**src/rtl/instruction_memory_loader_if.sv**
```systemverilog
// Byte-stream programming port for the instruction store.
// Source drives valid/data; the loader answers with ready.
interface instruction_memory_loader_if;
  logic       byte_valid;
  logic [7:0] byte_data;
  logic       byte_ready;

  modport master (
    output byte_valid,
    output byte_data,
    input  byte_ready
  );

  modport slave (
    input  byte_valid,
    input  byte_data,
    output byte_ready
  );
endinterface

```
**src/rtl/instruction_memory_loader.sv**
```systemverilog
// Writable instruction store with a byte-stream loader.
// Packs LE bytes into words, serves a combinational fetch port.
module instruction_memory_loader #(
  parameter int DEPTH  = 64,
  parameter int ADDR_W = 6
) (
  input  logic                       clk,
  input  logic                       rst,
  input  logic                       load_start,
  input  logic [ADDR_W:0]            load_len,
  instruction_memory_loader_if.slave bs,
  input  logic [31:0]                pc,
  output logic [31:0]                inst,
  output logic                       busy,
  output logic                       loaded,
  output logic                       load_done,
  output logic [ADDR_W:0]            words_written
);

  localparam int LW = ADDR_W + 1;

  typedef enum logic {
    IDLE = 1'b0,
    LOAD = 1'b1
  } state_t;

  state_t state;
  state_t state_n;

  logic [ADDR_W-1:0] wptr;
  logic [1:0]        lane;
  logic [23:0]       asm_q;
  logic [LW-1:0]     len;
  logic [LW-1:0]     eff_len;
  logic [LW-1:0]     ww_inc;
  logic [31:0]       widx;
  logic              fire;
  logic              word_fire;
  logic              last;
  logic              start_go;
  logic              start_zero;

  logic [31:0] mem [DEPTH];

  assign eff_len = (load_len > LW'(DEPTH)) ? LW'(DEPTH) : load_len;
  assign ww_inc  = words_written + LW'(1);

  assign busy          = (state == LOAD);
  assign bs.byte_ready = busy;

  assign fire       = busy & bs.byte_valid;
  assign word_fire  = fire & (lane == 2'd3);
  assign last       = word_fire & (ww_inc == len);
  assign start_go   = ~busy & load_start & (eff_len != '0);
  assign start_zero = ~busy & load_start & (eff_len == '0);

  // State register.
  always_ff @(posedge clk or negedge rst) begin
    if (!rst) state <= IDLE;
    else      state <= state_n;
  end

  // Next state: enter on a non-empty start, leave on the final word.
  always_comb begin
    state_n = state;
    unique case (state)
      IDLE: if (start_go) state_n = LOAD;
      LOAD: if (last)     state_n = IDLE;
      default: state_n = IDLE;
    endcase
  end

  // Session bookkeeping, byte packing and completion flags.
  always_ff @(posedge clk or negedge rst) begin
    if (!rst) begin
      len           <= '0;
      wptr          <= '0;
      lane          <= '0;
      asm_q         <= '0;
      words_written <= '0;
      loaded        <= 1'b0;
      load_done     <= 1'b0;
    end else begin
      load_done <= 1'b0;
      if (start_go) begin
        len           <= eff_len;
        wptr          <= '0;
        lane          <= '0;
        words_written <= '0;
        loaded        <= 1'b0;
      end
      if (start_zero) begin
        words_written <= '0;
        loaded        <= 1'b1;
        load_done     <= 1'b1;
      end
      if (fire) begin
        lane <= lane + 2'd1;
        unique case (lane)
          2'd0: asm_q[7:0]   <= bs.byte_data;
          2'd1: asm_q[15:8]  <= bs.byte_data;
          2'd2: asm_q[23:16] <= bs.byte_data;
          default: ;
        endcase
        if (word_fire) begin
          wptr          <= wptr + 1'b1;
          words_written <= ww_inc;
          if (last) begin
            loaded    <= 1'b1;
            load_done <= 1'b1;
          end
        end
      end
    end
  end

  // Instruction array write; contents survive reset.
  always_ff @(posedge clk) begin
    if (word_fire) mem[wptr] <= {bs.byte_data, asm_q};
  end

  // Fetch port, masked while loading, unloaded or out of range.
  always_comb begin
    widx = pc >> 2;
    inst = 32'h0;
    if (loaded && !busy && widx < 32'(DEPTH))
      inst = mem[widx[ADDR_W-1:0]];
  end

endmodule
```
**src/flat_wrapper.sv**
```systemverilog
// flat-port wrapper written by rule: the top's interface ports become plain ports
module instruction_memory_loader_flat 
#(
  parameter int DEPTH  = 64,
  parameter int ADDR_W = 6
)
  (clk, rst, load_start, load_len, pc, inst, busy, loaded, load_done, words_written, bs_byte_valid, bs_byte_data, bs_byte_ready);
  instruction_memory_loader_if bs_i ();
  input  logic clk;
  input  logic rst;
  input  logic load_start;
  input  logic [ADDR_W:0] load_len;
  input  logic [31:0] pc;
  output logic [31:0] inst;
  output logic busy;
  output logic loaded;
  output logic load_done;
  output logic [ADDR_W:0] words_written;
  input wire logic [$bits(bs_i.byte_valid)-1:0] bs_byte_valid;
  input wire logic [$bits(bs_i.byte_data)-1:0] bs_byte_data;
  output wire logic [$bits(bs_i.byte_ready)-1:0] bs_byte_ready;
  assign bs_i.byte_valid = bs_byte_valid;
  assign bs_i.byte_data = bs_byte_data;
  assign bs_byte_ready = bs_i.byte_ready;
  instruction_memory_loader #(.DEPTH(DEPTH), .ADDR_W(ADDR_W)) u_core (.clk(clk), .rst(rst), .load_start(load_start), .load_len(load_len), .bs(bs_i), .pc(pc), .inst(inst), .busy(busy), .loaded(loaded), .load_done(load_done), .words_written(words_written));
endmodule
```
**config.mk**
```make
export PLATFORM = sky130hd
export DESIGN_NAME = instruction_memory_loader_flat
export DESIGN_NICKNAME = d
export VERILOG_FILES = /design/src/rtl/instruction_memory_loader_if.sv /design/src/rtl/instruction_memory_loader.sv /design/src/flat_wrapper.sv
export SDC_FILE = /design/constraint.sdc
export NUM_CORES = 2
export LEC_CHECK = 0
export CAP_MARGIN = 15
export CORE_ASPECT_RATIO = 1.25
export CORE_MARGIN = 2
export CORE_UTILIZATION = 30
export CTS_BUF_LIST = sky130_fd_sc_hd__clkbuf_8
export CTS_CLUSTER_SIZE = 10
export DETAILED_ROUTE_END_ITERATION = 8
export GPL_TIMING_DRIVEN = 0
export HOLD_SLACK_MARGIN = 0.02
export SLEW_MARGIN = 0
export SYNTH_ARGS = -nofsm -noshare
export SYNTH_HDL_FRONTEND = slang
export SYNTH_SLANG_ARGS = --single-unit
```
**constraint.sdc**
```tcl
create_clock -name clk -period 9.31 [get_ports clk]
set_input_delay 2.793 -clock clk [delete_from_list [all_inputs] [get_ports clk]]
set_output_delay 2.793 -clock clk [all_outputs]
set_load 0.05 [all_outputs]
```
==> flow_summary.toml <==
[yosys]
syn_nets = 3882
ys.flop_type = "edfxtp_1"
ys_types = 57
synth-seq-area-share_pct = 77.3
synth_area_um2 = 81200
avgSynthCellArea_um2 = 21.2
syn-instance-count = 3825
ys.warnings.count = 0
async_flop_share_pct = 2.34
synth_edf_count = 2048
synth.ff_latch_count = 2097

[cells_and_area]
n_fill_cell = 24800
drive_gt1_share_pct = 27.8
area_delta_synth_final_pct = 17.8
layout.nets = 4415
register_area_um2 = 62800
final_common_cell = "edfxtp_1"
most-common-layout-cells = "2048 x edfxtp_1, 433 x mux4_2, 317 x clkbuf_8"
fin_util_pct = 35.5
design_area_um2 = 95600
multiInputGateArea_um2 = 17700

[grt]
grt_pass1_vias = 43900
grtUsageMet2_pct = 32.3
met3_usage_pct = 3.66
grt-ovfl-total = 0
grt_pass1_wl_mm = 360
grt_max_degree = 68
grt_busiest_layer = "met2"
track_usage_pct = 18.9
grt_antenna_before_repair = 16
global_route.usage.met1_pct = 22.5

[floorplanning]
die_h_um = 586
io_pins = 94
rows = 213
core_area_um2 = 269000
initial_utilization_pct = 30.2
die_w_um = 469
die_area_um2 = 275000

[clocking]
htreeDepth = 5
clk_pin_slew_worst_paths_ns = 0.06
clock_latency_ns = 0.96
cts_root_buffer = "clkbuf_8"
clock-sinks = 2097
numCtsBuffers = 310
cts_max_path_buffers = 4
postCtsSetupRepairBufs = 0
cts_tree = "built"

[timing]
fin_worst_skew_ns = 0.0576
fin_ws_ns = -0.196
final_max_slew_viol_count = 0
finalCriticalPeriod_ns = 9.51
setup_viol = 8
rsz0062_at_grt = "true"
max_freq_ghz = 0.105
slew_headroom_pct = 10.3
worstMarginPinSlew_ns = 1.35
final_hold_viol_count = 0
post-route-period-util_pct = 102

[worst_setup_path]
crit_chain = "clkdlybuf4s50_1, buf_2, buf_8, nor2_1, clkbuf_1, nand3_1, nand4_1, o41ai_2, dlygate4sd2_1"
r2r_start = "u_core.bs.byte_ready$_DFF_PN0_"
cp-end-kind = "output port"
cp_num_buf_inv = 5
crit_arrival_ns = 6.71
critPathRequiredTime_ns = 6.52
cp-startpoint = "pc[6]"
slowest_stage = "clkbuf_1"
cp-start-kind = "input port"
cp_top_family = "buffers and inverters"
critPathMaxFanout = 10
worstSetupPathType = "in2out"
slowest_delay_ns = 1.02

[status]
outcome = "finished with violations"
violations = "setup timing"

[routing]
wl_mm = 266
postRouteAntennaNets = 0
drt_iter0_drc = 6481
via_per_inst = 5.40
drc_errors = 0
firstDrtPassIters = 8
avgRoutedWirePerCell_um = 32.7
dr_total_vias = 44000

[power]
powerDensity_nw_per_um2 = 221
ir_worst_vdd_mv = 0.136
cellLeakagePower_nw = 30.7

[placed_design]
portBuffers = 87
placed_cell_area_um2 = 89900
routabilityCongestion = 0.854
place_hpwl_mm = 186

[flow_run]
max_cap_violations = 0

[hold_path]
hold_class = "reg2reg"
worstHoldStart = "u_core.len[5]$_DFFE_PN0P_"
## repair_timing
item,4_1_cts,5_1_grt
hold buffers,0,0
setup endpoints to repair,32,4
gates resized for setup,116,3
## state kept, by name, indices dropped and copies added, names as in the netlist
name,count
u_core.mem,2048
u_core.bs.byte_ready,1
u_core.loaded,1
u_core.wptr,6
u_core.lane,2
u_core.load_done,1
u_core.words_written,7
u_core.len,7
u_core.asm_q,24
## per-stage QoR
step	TNS [ns]	cells	power, mW	worst slack [ns]	hold WS (ns)
2_1_floorplan	0	3825	13.0	1.35	0.458
5_1_grt	-0.00413	8137	21.7	-0.00413	0.543
4_1_cts	-0.279	8134	21.1	-0.137	0.502
6_report	-0.350	8143	21.1	-0.196	0.499
3_3_place_gp	-45.33	7459	14.1	-1.87	0.497
3_5_place_dp	-39.77	7595	14.3	-1.71	0.488
## path summary, 6_finish.rpt
| kind | end | slack [ns] | cells after the start |
|---|---|---|---|
| min | u_core.len[5]$_DFFE_PN0P_ | 0.50 | 2 |
| min in group asynchronous | u_core.asm_q[22]$_DFFE_PN0P_ | 1.88 | 1 |
| max reg2reg | u_core.mem[61][17]$_DFFE_PP_ | 5.35 | 6 |
| min reg2reg | u_core.len[5]$_DFFE_PN0P_ | 0.50 | 2 |
| max | inst[28] | -0.20 | 9 |
| max in group asynchronous | u_core.asm_q[16]$_DFFE_PN0P_ | 6.80 | 2 |
## final cells by class
cell class	count	area share, %
Sequential cell	2097	65.6
Multi-Input combinational cell	1502	18.5
Tap cell	3547	4.64
Clock buffer	317	4.56
Timing Repair Buffer	223	3.90
Buffer	216	1.51
Clock inverter	224	1.23
Inverter	8	0.0314
Antenna cell	9	0.0235
## layer usage
layer,vias to the layer above,routed length (um)
li1,17100,-
met1,23300,93300
met2,2888,132000
met3,650,25000
met4,4,15700
met5,-,20
## worst min-delay path: cells and delay by family (launching register included)
kind	cells	cell delay, ns
DFF	1	0.36
and+or+nand+nor	2	0.10
## Yosys cell counts (6+ instances only)
| library cell | instances | area share [%] |
|---|---|---|
| ha_1 | 6 | 0.092 |
| or2_2 | 16 | 0.12 |
| nor2_1 | 80 | 0.37 |
| buf_1 | 19 | 0.088 |
| a32o_1 | 20 | 0.25 |
| inv_1 | 6 | 0.028 |
| a22oi_1 | 33 | 0.31 |
| nor2b_1 | 13 | 0.10 |
| o22ai_1 | 10 | 0.077 |
| o21ai_0 | 31 | 0.19 |
| a21oi_1 | 44 | 0.27 |
| nor3_1 | 20 | 0.12 |
| or2_1 | 14 | 0.11 |
| buf_4 | 20 | 0.18 |
| edfxtp_1 | 2048 | 76 |
| clkbuf_1 | 88 | 0.41 |
| buf_6 | 26 | 0.36 |
| nand3_1 | 58 | 0.36 |
| buf_2 | 52 | 0.32 |
| nor4_1 | 11 | 0.085 |
| nand4_1 | 12 | 0.092 |
| a31oi_1 | 6 | 0.046 |
| and3_1 | 41 | 0.32 |
| mux2i_1 | 225 | 2.8 |
| a32oi_1 | 9 | 0.097 |
| mux2_2 | 40 | 0.55 |
| nand2_1 | 221 | 1.0 |
| dfrtp_1 | 49 | 1.5 |
| o32ai_1 | 14 | 0.15 |
| a221oi_1 | 80 | 0.86 |
| xnor2_1 | 6 | 0.065 |
| mux4_2 | 433 | 12 |
| buf_8 | 9 | 0.17 |
| o31ai_1 | 15 | 0.14 |
## power by group
part / internal [mW] / switching, mW / total (mW)
logic: 0.673 / 1.49 / 2.17
registers: 11.5 / 0.515 / 12.0
clock network: 3.36 / 3.57 / 6.93
total: 15.5 / 5.58 / 21.1
## logic make-up (layout without fill, tap and decap cells)
group | count (synthesis) | after routing | synth area share, %
compound gates | 285 | 285 | 2.66
xor+xnor | 10 | 10 | 0.108
fa+ha+maj | 6 | 6 | 0.0925
buf+inv | 226 | 988 | 1.66
flops | 2097 | 2097 | 77.3
mux | 698 | 698 | 15.3
other cells | 0 | 9 | 0
simple gates | 503 | 503 | 2.85
No activity file was read; power rests on OpenSTA's default activity.
